==> config.mk <==
export PLATFORM = sky130hd
export DESIGN_NAME = vram_arbiter
export DESIGN_NICKNAME = d
export VERILOG_FILES = /design/src/rtl/vram_arbiter.sv
export SDC_FILE = /design/constraint.sdc
export NUM_CORES = 1
export LEC_CHECK = 0
export CORE_ASPECT_RATIO = 0.9
export CORE_MARGIN = 4
export CORE_UTILIZATION = 50
export CTS_CLUSTER_DIAMETER = 80
export DETAILED_ROUTE_END_ITERATION = 7
export DONT_BUFFER_PORTS = 1
export SLEW_MARGIN = 0
export SYNTH_ARGS = -nofsm -noshare
export SYNTH_HDL_FRONTEND = slang
export SYNTH_SLANG_ARGS = --single-unit
==> constraint.sdc <==
create_clock -name pclk -period 3.8 [get_ports pclk]
set_input_delay 0.76 -clock pclk [delete_from_list [all_inputs] [get_ports pclk]]
set_output_delay 0.76 -clock pclk [all_outputs]
set_load 0.05 [all_outputs]
==> src/rtl/vram_arbiter.sv <==
// ============================================================================
//  Module      : vram_arbiter
//  Description : Single-port VRAM arbiter: display fetch, CPU write queue and
//                clear engine. Optional statistics ports: VRAM_ARB_STATS_EN.
//  Revision    : 1.0 - initial release
// ============================================================================
`timescale 1ns/1ps
`default_nettype none

module vram_arbiter #(
    parameter int ADDR_W     = 15,
    parameter int VRAM_SIZE  = 19200,
    parameter int FIFO_DEPTH = 4
) (
    input  logic              pclk,
    input  logic              reset,
    input  logic              disp_req,
    input  logic [ADDR_W-1:0] disp_addr,
    output logic              disp_valid,
    output logic [7:0]        disp_data,
    input  logic              wr_valid,
    output logic              wr_ready,
    input  logic [ADDR_W-1:0] wr_addr,
    input  logic [7:0]        wr_data,
    input  logic              clr_start,
    input  logic [7:0]        clr_value,
    output logic              clr_busy,
    output logic [ADDR_W-1:0] ram_addr,
    output logic              ram_we,
    output logic [7:0]        ram_wdata,
`ifdef VRAM_ARB_STATS_EN
    input  logic [7:0]        ram_rdata,
    output logic [15:0]       stall_cnt,
    output logic [7:0]        drop_cnt
`else
    input  logic [7:0]        ram_rdata
`endif
);

    localparam int PTR_W = $clog2(FIFO_DEPTH);
    localparam int CNT_W = PTR_W + 1;
    localparam logic [ADDR_W-1:0] LAST_ADDR  = ADDR_W'(VRAM_SIZE - 1);
    localparam logic [ADDR_W:0]   SIZE_EXT   = (ADDR_W+1)'(VRAM_SIZE);
    localparam logic [CNT_W-1:0]  DEPTH_CNT  = CNT_W'(FIFO_DEPTH);

    localparam logic [0:0] ST_IDLE  = 1'b0;
    localparam logic [0:0] ST_CLEAR = 1'b1;

    logic [0:0]        state_q, state_d;
    logic [ADDR_W-1:0] clr_cnt_q, clr_cnt_d;
    logic [7:0]        clr_value_q, clr_value_d;
    logic              disp_valid_q, disp_valid_d;

    logic [ADDR_W-1:0] fifo_addr_q [FIFO_DEPTH];
    logic [ADDR_W-1:0] fifo_addr_d [FIFO_DEPTH];
    logic [7:0]        fifo_data_q [FIFO_DEPTH];
    logic [7:0]        fifo_data_d [FIFO_DEPTH];
    logic [PTR_W-1:0]  wr_ptr_q, wr_ptr_d;
    logic [PTR_W-1:0]  rd_ptr_q, rd_ptr_d;
    logic [CNT_W-1:0]  count_q, count_d;

    logic              clearing;
    logic              fifo_empty;
    logic              fifo_full;
    logic              grant_disp;
    logic              grant_clr;
    logic              grant_fifo;
    logic              push;
    logic              pop;
    logic              clr_accept;
    logic [ADDR_W-1:0] head_addr;
    logic [7:0]        head_data;
    logic              head_in_range;

    assign clearing      = (state_q == ST_CLEAR);
    assign fifo_empty    = (count_q == '0);
    assign fifo_full     = (count_q == DEPTH_CNT);
    assign head_addr     = fifo_addr_q[rd_ptr_q];
    assign head_data     = fifo_data_q[rd_ptr_q];
    assign head_in_range = ({1'b0, head_addr} < SIZE_EXT);

    // Fixed priority: display, then clear engine, then queue head (held during a clear)
    assign grant_disp = !reset && disp_req;
    assign grant_clr  = !reset && !disp_req && clearing;
    assign grant_fifo = !reset && !disp_req && !clearing && !fifo_empty;

    assign wr_ready   = !reset && !fifo_full;
    assign push       = wr_valid && wr_ready;
    assign pop        = grant_fifo;
    assign clr_accept = !reset && clr_start && !clearing;

    // ------------------------------------------------------------------
    // RAM port, combinational from this cycle's grant
    // ------------------------------------------------------------------
    always_comb begin
        ram_addr  = '0;
        ram_we    = 1'b0;
        ram_wdata = '0;
        if (grant_disp) begin
            ram_addr = disp_addr;
        end else if (grant_clr) begin
            ram_addr  = clr_cnt_q;
            ram_we    = 1'b1;
            ram_wdata = clr_value_q;
        end else if (grant_fifo) begin
            ram_addr  = head_addr;
            ram_we    = head_in_range;
            ram_wdata = head_data;
        end
    end

    assign disp_valid_d = grant_disp;
    assign disp_valid   = disp_valid_q && !reset;
    assign disp_data    = ram_rdata;

    // ------------------------------------------------------------------
    // Clear FSM: state register / next state / outputs
    // ------------------------------------------------------------------
    always_ff @(posedge pclk) begin
        if (reset) begin
            state_q <= ST_IDLE;
        end else begin
            state_q <= state_d;
        end
    end

    always_comb begin
        state_d = state_q;
        unique case (state_q)
            ST_IDLE: begin
                if (clr_start) begin
                    state_d = ST_CLEAR;
                end
            end
            ST_CLEAR: begin
                if (grant_clr && (clr_cnt_q == LAST_ADDR)) begin
                    state_d = ST_IDLE;
                end
            end
            default: state_d = ST_IDLE;
        endcase
    end

    always_comb begin
        clr_busy = clearing && !reset;
    end

    always_comb begin
        clr_cnt_d   = clr_cnt_q;
        clr_value_d = clr_value_q;
        if (clr_accept) begin
            clr_cnt_d   = '0;
            clr_value_d = clr_value;
        end else if (grant_clr) begin
            clr_cnt_d = clr_cnt_q + ADDR_W'(1);
        end
    end

    // ------------------------------------------------------------------
    // CPU write queue
    // ------------------------------------------------------------------
    always_comb begin
        fifo_addr_d = fifo_addr_q;
        fifo_data_d = fifo_data_q;
        wr_ptr_d    = wr_ptr_q;
        rd_ptr_d    = rd_ptr_q;
        count_d     = count_q;
        if (push) begin
            fifo_addr_d[wr_ptr_q] = wr_addr;
            fifo_data_d[wr_ptr_q] = wr_data;
            wr_ptr_d              = wr_ptr_q + PTR_W'(1);
        end
        if (pop) begin
            rd_ptr_d = rd_ptr_q + PTR_W'(1);
        end
        unique case ({push, pop})
            2'b10:   count_d = count_q + CNT_W'(1);
            2'b01:   count_d = count_q - CNT_W'(1);
            default: count_d = count_q;
        endcase
    end

    always_ff @(posedge pclk) begin
        if (reset) begin
            clr_cnt_q    <= '0;
            clr_value_q  <= '0;
            disp_valid_q <= 1'b0;
            fifo_addr_q  <= '{default: '0};
            fifo_data_q  <= '{default: '0};
            wr_ptr_q     <= '0;
            rd_ptr_q     <= '0;
            count_q      <= '0;
        end else begin
            clr_cnt_q    <= clr_cnt_d;
            clr_value_q  <= clr_value_d;
            disp_valid_q <= disp_valid_d;
            fifo_addr_q  <= fifo_addr_d;
            fifo_data_q  <= fifo_data_d;
            wr_ptr_q     <= wr_ptr_d;
            rd_ptr_q     <= rd_ptr_d;
            count_q      <= count_d;
        end
    end

`ifdef VRAM_ARB_STATS_EN
    logic [15:0] stall_cnt_q, stall_cnt_d;
    logic [7:0]  drop_cnt_q, drop_cnt_d;

    // An accepted clr_start wins over a same-cycle increment
    always_comb begin
        stall_cnt_d = stall_cnt_q;
        drop_cnt_d  = drop_cnt_q;
        if (clr_accept) begin
            stall_cnt_d = '0;
            drop_cnt_d  = '0;
        end else begin
            if (!fifo_empty && !grant_fifo && (stall_cnt_q != 16'hFFFF)) begin
                stall_cnt_d = stall_cnt_q + 16'd1;
            end
            if (grant_fifo && !head_in_range && (drop_cnt_q != 8'hFF)) begin
                drop_cnt_d = drop_cnt_q + 8'd1;
            end
        end
    end

    always_ff @(posedge pclk) begin
        if (reset) begin
            stall_cnt_q <= '0;
            drop_cnt_q  <= '0;
        end else begin
            stall_cnt_q <= stall_cnt_d;
            drop_cnt_q  <= drop_cnt_d;
        end
    end

    assign stall_cnt = stall_cnt_q;
    assign drop_cnt  = drop_cnt_q;
`endif

endmodule

`default_nettype wire
=== Word-level counts from Yosys, hierarchy flattened ===
Index checks and enable logic that the tools add are counted.

* Bits in registers: 124
* Input bits: 59
* Output and inout bits: 35
* Logic and storage cells: 77

* $add $sub $neg: 5
* Order comparisons: 4
* Equality and inequality tests: 4
* Multiplexer cells: 25
* Bitwise operators: 3
* Reduce and logical (&&, ||, !) cells: 21

{| class="wikitable"
|+ Operator list
! cell !! number
|-
| 15-bit 2-to-1 mux || 6
|-
| 60-bit bitwise mux || 1
|-
| 8-bit 2-to-1 mux || 6
|-
| 32-bit bitwise mux || 1
|-
| 15-bit binary-select mux with 2-bit select || 1
|-
| 15-bit demux with 2-bit select || 1
|-
| 8-bit binary-select mux with 2-bit select || 1
|-
| 8-bit demux with 2-bit select || 1
|-
| 15-bit by 1-bit adder with 15-bit output, second input constant || 1
|-
| 15-bit == test, second input constant || 1
|-
| 15-bit < comparator, second input constant || 1
|-
| 1-bit logical AND || 13
|-
| 3-bit >= comparator, second input constant || 2
|-
| 2-bit inverter with 3-bit output || 2
|-
| 3-bit one-hot mux with 2 select lines || 1
|-
| 1-bit logical NOT || 5
|-
| 1-bit 2-to-1 mux || 5
|-
| 2-bit by 1-bit adder with 2-bit output, second input constant || 2
|-
| 3-bit by 1-bit adder with 3-bit output, second input constant || 1
|-
| 3-bit == test, second input constant || 1
|-
| 3-bit logical NOT || 1
|-
| 3-bit by 1-bit < comparator with 1-bit output, second input constant || 1
|-
| 3-bit by 1-bit subtractor with 3-bit output, second input constant || 1
|-
| 2-bit by 1-bit == test with 1-bit output, second input constant || 1
|-
| 5 further kinds || 5
|}

=== Depth between registers and ports, before layout ===
Gate-level depths: netlist of the first run.

* Depth in word-level cells: 8
* Depth in mapped cells: 10
* Depth with buffers taken out: 8

=== Least setup slack after synthesis of the first run ===
OpenSTA, ideal clock, no wires.

* Kind: input port to output port
* From: input port reset
* To: output port ram_addr[10]
* Arrival: 2.764 ns
* Data required time: 3.040 ns
* Setup slack: 0.276 ns
* Stages on the path: 5
* Buffers on the path: 2
* Cell sequence: buf_2 -> nor2b_1 -> buf_2 -> a22oi_1 -> o21ai_0

* Word-level cells in the longest chain between the ends: 7

{| class="wikitable"
|+ Ends and longest elaborated chain
! item !! RTL line !! source
|-
| start, declared || 16 || <nowiki>input logic reset,</nowiki>
|-
| 1-bit logical NOT (*) || 83, 84, 85 ||
|-
| 1-bit logical AND || 84, 85 ||
|-
| 1-bit logical AND (2 in a row) || 85 || <nowiki>assign grant_fifo = !reset && !disp_req && !clearing && !fifo_empty;</nowiki>
|-
| 15-bit 2-to-1 mux || 105 || <nowiki>end else if (grant_fifo) begin</nowiki>
|-
| 15-bit 2-to-1 mux || 101 || <nowiki>end else if (grant_clr) begin</nowiki>
|-
| 15-bit 2-to-1 mux (*) || 99 || <nowiki>if (grant_disp) begin</nowiki>
|-
| end, declared || 28 || <nowiki>output logic [ADDR_W-1:0] ram_addr,</nowiki>
|}

Every way passes the cells marked *; elsewhere a longest branch is shown, timed or not.

=== Worst setup path in the final report of the first run ===
* From: register rd_ptr_q[0]
* To: output port ram_addr[0]

* Word-level cells in the longest chain between the ends: 7

{| class="wikitable"
|+ Ends and longest elaborated chain
! item !! RTL line !! source
|-
| start, declared || 59 || <nowiki>logic [PTR_W-1:0] rd_ptr_q, rd_ptr_d;</nowiki>
|-
| start signal, assigned || 200 || <nowiki>rd_ptr_q <= rd_ptr_d;</nowiki>
|-
| 2-bit inverter with 3-bit output (not written as such) || 78 || <nowiki>assign head_addr = fifo_addr_q[rd_ptr_q];</nowiki>
|-
| 15-bit binary-select mux with 2-bit select || 78 ||
|-
| 15-bit 2-to-1 mux (not written as such) (2 in a row) || 78 ||
|-
| 15-bit 2-to-1 mux || 105 ||
|-
| 15-bit 2-to-1 mux || 101 ||
|-
| 15-bit 2-to-1 mux || 99 ||
|}

Every way passes these cells. The select of a mux whose other input is x is not followed.

==> impl_metrics.json, run 1 <==
{
  "result_of_the_run": "finished clean",
  "fp.dieH_um": 111,
  "critical_path_arrival_ns": 2.64,
  "maxSlewViolCount": 0,
  "drt-vias-per-instance": 5.66,
  "synth_edf_count": 0,
  "antenna_violations_before_repair": 0,
  "die_outline_area_um2": 13500,
  "mapped_cells": 568,
  "synth-main-ff-cell": "dfxtp_1",
  "gp_congestion": 0.795,
  "grt_use_total_pct": 20.9,
  "drt_wl_total_um": 13500,
  "reg2reg_slack_ns": 1.23,
  "leakagePower_nw": 3.02,
  "number_of_buffers_inserted_by_port_buffering": 0,
  "io_pins": 94,
  "startpoint_type": "flop",
  "synth_top_area_share_pct": 42.4,
  "drive_above_1_share_pct": 13.3,
  "route.vias.total": 4117,
  "synthMostInstantiatedCell": "dfxtp_1",
  "seq_area_frac_synth_pct": 42.4,
  "synth-seq-cells": 124,
  "synth_async_sr_flop_share_pct": 0,
  "clk_latency_ns": 0.41,
  "fill_cells": 991,
  "ys_top_cells_by_area": "dfxtp_1 42%, mux2i_1 16%, nor2_1 7.2%",
  "worst_hold_startpoint": "reset",
  "yosysTopAreaCell": "dfxtp_1",
  "worstReg2RegStart": "clearing",
  "r2r_end": "count_q[2]",
  "cts.htree.levels": 4,
  "power_density_nw_per_um2": 503,
  "dpl.hpwl_um": 8860,
  "total_power_mw": 3.27,
  "wl_per_cell_um": 18.5,
  "start_util_pct": 51.2,
  "detail_route.drc_violations": 0,
  "yosysWarnings": 0,
  "syn-mean-instance-area_um2": 10.3,
  "totalNegativeSetupSlack_ns": 0,
  "post_synth_most_frequent_cells": "124 x dfxtp_1, 112 x nor2_1, 93 x mux2i_1, 32 x nand2_1, 17 x clkbuf_1",
  "clock_buffers_created_by_tritoncts": 17,
  "finClkSkew_ns": 0.00910,
  "tritoncts": "yes",
  "worstPathMaxFanout": 11,
  "cts-root-buf": "clkbuf_16",
  "layout_worst_path_cycle_share_pct": 89.4,
  "placeableCoreArea_um2": 11400,
  "grt_pass1_wl_um": 21800,
  "width_of_the_chip_um": 122,
  "r2r_cells": 9,
  "finalNetCount": 624,
  "fin_crit_ns": 3.40,
  "dr.first_iter.drc_count": 328,
  "timing.final.hold_violations": 0,
  "ant_nets": 0,
  "hold-path-cell-count": 1,
  "cts.repair.resized": 0,
  "peakVddDrop_mv": 0.281,
  "clock_sink_count": 124,
  "dr.pass1.iters": 5,
  "post_cts_buffers": 0,
  "timing.critical_path.required_ns": 3.04,
  "final_count_of_negative_setup_slack_endpoints": 0,
  "critPathKind": "reg -> out",
  "worst_slew_margin_rel_pct": 37.2,
  "grt_start_max_net_pins": 124,
  "syn_to_final_growth_pct": 11.2,
  "hold_path_end": "clearing",
  "diodes": 0,
  "synthesis.nets": 634,
  "min-delay-path-class": "in -> reg",
  "ctsLongestPathBuffers": 2,
  "timing.critical_path.to_type": "output port",
  "tightest_slew_ns": 0.940,
  "cts.clk_slew.worst_paths_ns": 0.06,
  "rows": 37,
  "achievable_clock_frequency_mhz": 294,
  "max-cap-violations": 0,
  "cts_hold_buffers": 0,
  "yosys.cell_types.count": 46,
  "rsz_0062_raised_after_global_routing": "false",
  "gr-total-overflow": 0,
  "first_global_vias": 3940,
  "cell_area_after_synthesis_um2": 5850
}
## how the worst max path moves through the flow
stage / startpoint / to / slack (ns)
after floorplan: reset / ram_addr[10] / 0.28
after global placement: rd_ptr_q[0] / ram_addr[0] / 0.84
after detailed placement: rd_ptr_q[0] / ram_addr[0] / 0.82
after CTS: rd_ptr_q[0] / ram_addr[0] / 0.37
after global routing: rd_ptr_q[0] / ram_addr[6] / 0.19
final: rd_ptr_q[0] / ram_addr[0] / 0.40
## where the power goes
| group | total (mW) | internal, mW | switching [mW] |
|---|---|---|---|
| clock network | 1.67 | 1.07 | 0.602 |
| logic | 0.236 | 0.0980 | 0.138 |
| registers | 1.36 | 1.34 | 0.0248 |
## layer usage
| metal | global-route usage [%] | wire length [µm] | vias to the layer above |
|---|---|---|---|
| li1 | - | - | 1987 |
| met1 | 30.4 | 6420 | 1991 |
| met2 | 29.7 | 6050 | 125 |
| met3 | 6.55 | 872 | 14 |
| met4 | 6.05 | 115 | 0 |
| met5 | 0 | 0 | - |
## flip-flops by register name, indices dropped and copies added, names as in the netlist
name,flops
clr_cnt_q,15
disp_valid_q,1
fifo_addr_q,60
rd_ptr_q,2
clr_value_q,8
clearing,1
count_q,3
wr_ptr_q,2
fifo_data_q,32
## logic make-up after synthesis
logic type | Yosys count | synth area share, %
compound gates | 55 | 6.12
xor+xnor | 16 | 2.39
fa+ha+maj | 7 | 1.62
buf+inv | 58 | 6.05
flops | 124 | 42.4
mux | 117 | 25.6
simple gates | 191 | 15.8
## critical path, cell delays in order, from the launching register on
cell and delay, ns:
dfxtp_1 0.74, buf_4 0.32, mux4_1 0.58, a222oi_1 0.30
inv_1 0.29
## final cells by class
type,count,area (µm²),area share [%]
flip-flops and latches,124,2480,38.2
repair buffers,20,150,2.31
clock buffers,19,453,6.96
multi-input cells,386,3030,46.5
clock inverters,13,166,2.56
well taps,156,195,3.00
inverters,9,33.8,0.519
## metrics by stage
step                      hold WS (ns)  setup slack (ns)  utilization (%)  area (µm²)  instances
after floorplan                  0.437             0.276                -        5850        568
after global placement           0.438             0.839             51.5        5890        695
final                            0.450             0.403             56.9        6510        727
after detailed placement         0.445             0.818             51.5        5890        695
after CTS                        0.416             0.366             56.9        6510        727
after global routing             0.413             0.194             56.9        6510        727
## cell usage in the layout (no fill, tap or decap), types with 3 or more instances in the layout
| master | n |
|---|---|
| ha_1 | 6 |
| nand3_1 | 4 |
| nand4_1 | 7 |
| nand4b_4 | 4 |
| clkbuf_16 | 17 |
| or3_1 | 4 |
| nor2b_1 | 3 |
| o21ai_0 | 4 |
| xor2_1 | 8 |
| a22oi_1 | 11 |
| mux4_2 | 13 |
| nor3_1 | 5 |
| xnor2_1 | 8 |
| a22o_1 | 8 |
| inv_1 | 9 |
| nand2_1 | 32 |
| mux4_1 | 10 |
| clkinv_4 | 4 |
| mux2i_1 | 93 |
| nor2_1 | 112 |
| bufinv_16 | 3 |
| clkinvlp_4 | 3 |
| o21ai_1 | 11 |
| buf_4 | 20 |
| a21oi_1 | 15 |
| dfxtp_1 | 124 |
(Power assumes the default switching activity.)
==> inputs of run 2 (changes only) <==
--- a/config.mk
+++ b/config.mk
@@ -7,7 +7,7 @@
 export LEC_CHECK = 0
 export CORE_ASPECT_RATIO = 0.9
 export CORE_MARGIN = 4
-export CORE_UTILIZATION = 50
+export CORE_UTILIZATION = 45
 export CTS_CLUSTER_DIAMETER = 80
 export DETAILED_ROUTE_END_ITERATION = 7
 export DONT_BUFFER_PORTS = 1
==> impl_metrics.json, run 2 (synthesized netlist as in run 1, its figures left out) <==
{
  "wl_per_cell_um": 18.0,
  "rsz_0062_raised_after_global_routing": "false",
  "post_cts_buffers": 0,
  "timing.critical_path.cells": "buf_4 > mux4_1 > a222oi_1 > inv_1",
  "clock_buffers_created_by_tritoncts": 17,
  "placeableCoreArea_um2": 12700,
  "max-cap-violations": 0,
  "timing.critical_path.to_type": "output port",
  "timing.critical_path.required_ns": 3.04,
  "commonest_non_fill_non_tap_cells_in_the_layout": "124 x dfxtp_1, 112 x nor2_1, 93 x mux2i_1, 32 x nand2_1, 21 x buf_4",
  "clk_latency_ns": 0.41,
  "die_outline_area_um2": 14900,
  "fp.dieH_um": 116,
  "grt_use_total_pct": 18.5,
  "registers.top_by_ff_count": "fifo_addr_q",
  "grt_pass1_wl_um": 21500,
  "place_worst_setup_slack_ns": 0.716,
  "internal_power_mw": 2.41,
  "startpoint_type": "flop",
  "reg2reg_slack_ns": 1.08,
  "critPathKind": "reg -> out",
  "total_switching_power_uw": 716,
  "critical_path_arrival_ns": 2.53,
  "number_of_buffers_inserted_by_port_buffering": 0,
  "achievable_clock_frequency_mhz": 304,
  "total_power_mw": 3.13,
  "power_density_nw_per_um2": 484,
  "leakagePower_nw": 3.01,
  "start_util_pct": 45.9,
  "ant_nets": 0,
  "crit_path_max_incr_delay_ns": 0.59,
  "rows": 39,
  "result_of_the_run": "finished clean",
  "antenna_violations_before_repair": 0,
  "dr.first_iter.drc_count": 435,
  "gr-total-overflow": 0,
  "drive_above_1_share_pct": 13.0,
  "drt-vias-per-instance": 5.50,
  "syn_to_final_growth_pct": 10.5,
  "timing.final.hold_violations": 0,
  "fin_crit_ns": 3.29,
  "cts.clk_slew.worst_paths_ns": 0.05,
  "tightest_slew_ns": 0.968,
  "detail_route.drc_violations": 0,
  "ctsLongestPathBuffers": 2,
  "cts.repair.resized": 0,
  "comb_power_share_pct": 7.7,
  "layout_commonest_cell": "dfxtp_1",
  "tritoncts": "yes",
  "io_pins": 94,
  "finClkSkew_ns": 0.00500,
  "width_of_the_chip_um": 128,
  "route.vias.total": 4042,
  "netSwitchingFraction_pct": 22.9,
  "cell_total_after_placement": 704,
  "clkPwrFrac_pct": 48.8,
  "diodes": 0,
  "min-delay-path-class": "in -> reg",
  "cts_hold_buffers": 0,
  "clock_sink_count": 124,
  "critical-path-slowest-cell": "dfxtp_1",
  "final_count_of_negative_setup_slack_endpoints": 0,
  "grt_start_max_net_pins": 124,
  "totalNegativeSetupSlack_ns": 0,
  "layout_worst_path_cycle_share_pct": 86.6,
  "maxSlewViolCount": 0,
  "finalNetCount": 625,
  "p_seq_share_pct": 43.5,
  "final_core_util_pct": 50.8,
  "fin_hold_ws_ns": 0.428,
  "peakVddDrop_mv": 0.359,
  "finalInstanceArea_um2": 6470,
  "dr.pass1.iters": 4,
  "dpl-instance-area_um2": 5900,
  "worst_slew_margin_rel_pct": 35.3,
  "drt_wl_total_um": 13200,
  "largest_register_ff_count": 60,
  "gp_congestion": 0.802,
  "worstPathMaxFanout": 10,
  "first_global_vias": 4057,
  "reg.largest.list": "fifo_addr_q: 60 flops, fifo_data_q: 32 flops, clr_cnt_q: 15 flops",
  "dpl.hpwl_um": 8930,
  "post-route-worst-setup-slack_ns": 0.508,
  "post_layout_nonfiller_instances": 735,
  "cts.htree.levels": 4,
  "cts-root-buf": "clkbuf_16"
}
## run 2: cell count changes in the layout (fill, tap and decap cells not counted)
cell,change
buf_4,+1
bufinv_16,-2
clkbuf_1,+2
clkbuf_8,+3
clkinv_2,+3
clkinv_4,-4
clkinvlp_4,-2
inv_6,-1
## run 2: worst max-delay path: cells and delay by family, from the launching register on
kind / cells / cell delay [ns]
flip-flops: 1 / 0.59
multiplexers: 1 / 0.59
buffers and inverters: 2 / 0.61
AO/OA/AOI/OAI: 1 / 0.32
## run 2: area by class of cell
type / instances / area [µm²]
clock buffers: 24 / 502
well taps: 164 / 205
repair buffers: 21 / 158
inverters: 9 / 33.8
multi-input cells: 386 / 3030
flip-flops and latches: 124 / 2480
clock inverters: 7 / 62.6
fillers: 1149 / 6270
## run 2: routing by layer
layer  GRT usage, %  vias up  share of wire [%]
met3           6.54       30                8.0
li1               -     1974                  -
met2           28.3       95                 45
met5              0        -                  0
met1           23.9     1943                 45
met4           7.78        0                2.0
## run 2: power by group through the flow
stage / sequential, mW / combinational, mW / clock (mW)
finish: 1.36 / 0.239 / 1.53
global route: 1.37 / 0.261 / 1.61
detailed placement: 1.39 / 0.241 / 0
global placement: 1.39 / 0.235 / 0
floorplan: 1.38 / 0.243 / 0
CTS: 1.36 / 0.242 / 1.56
## run 2: path summary, 6_finish.rpt
kind | from | to | depth (start not counted)
setup reg to reg | clearing | count_q[2] | 9
hold reg to reg | clr_value_q[6] | clr_value_q[6] | 2
setup / recovery | rd_ptr_q[0] | ram_addr[0] | 4
hold / removal | reset | clearing | 1
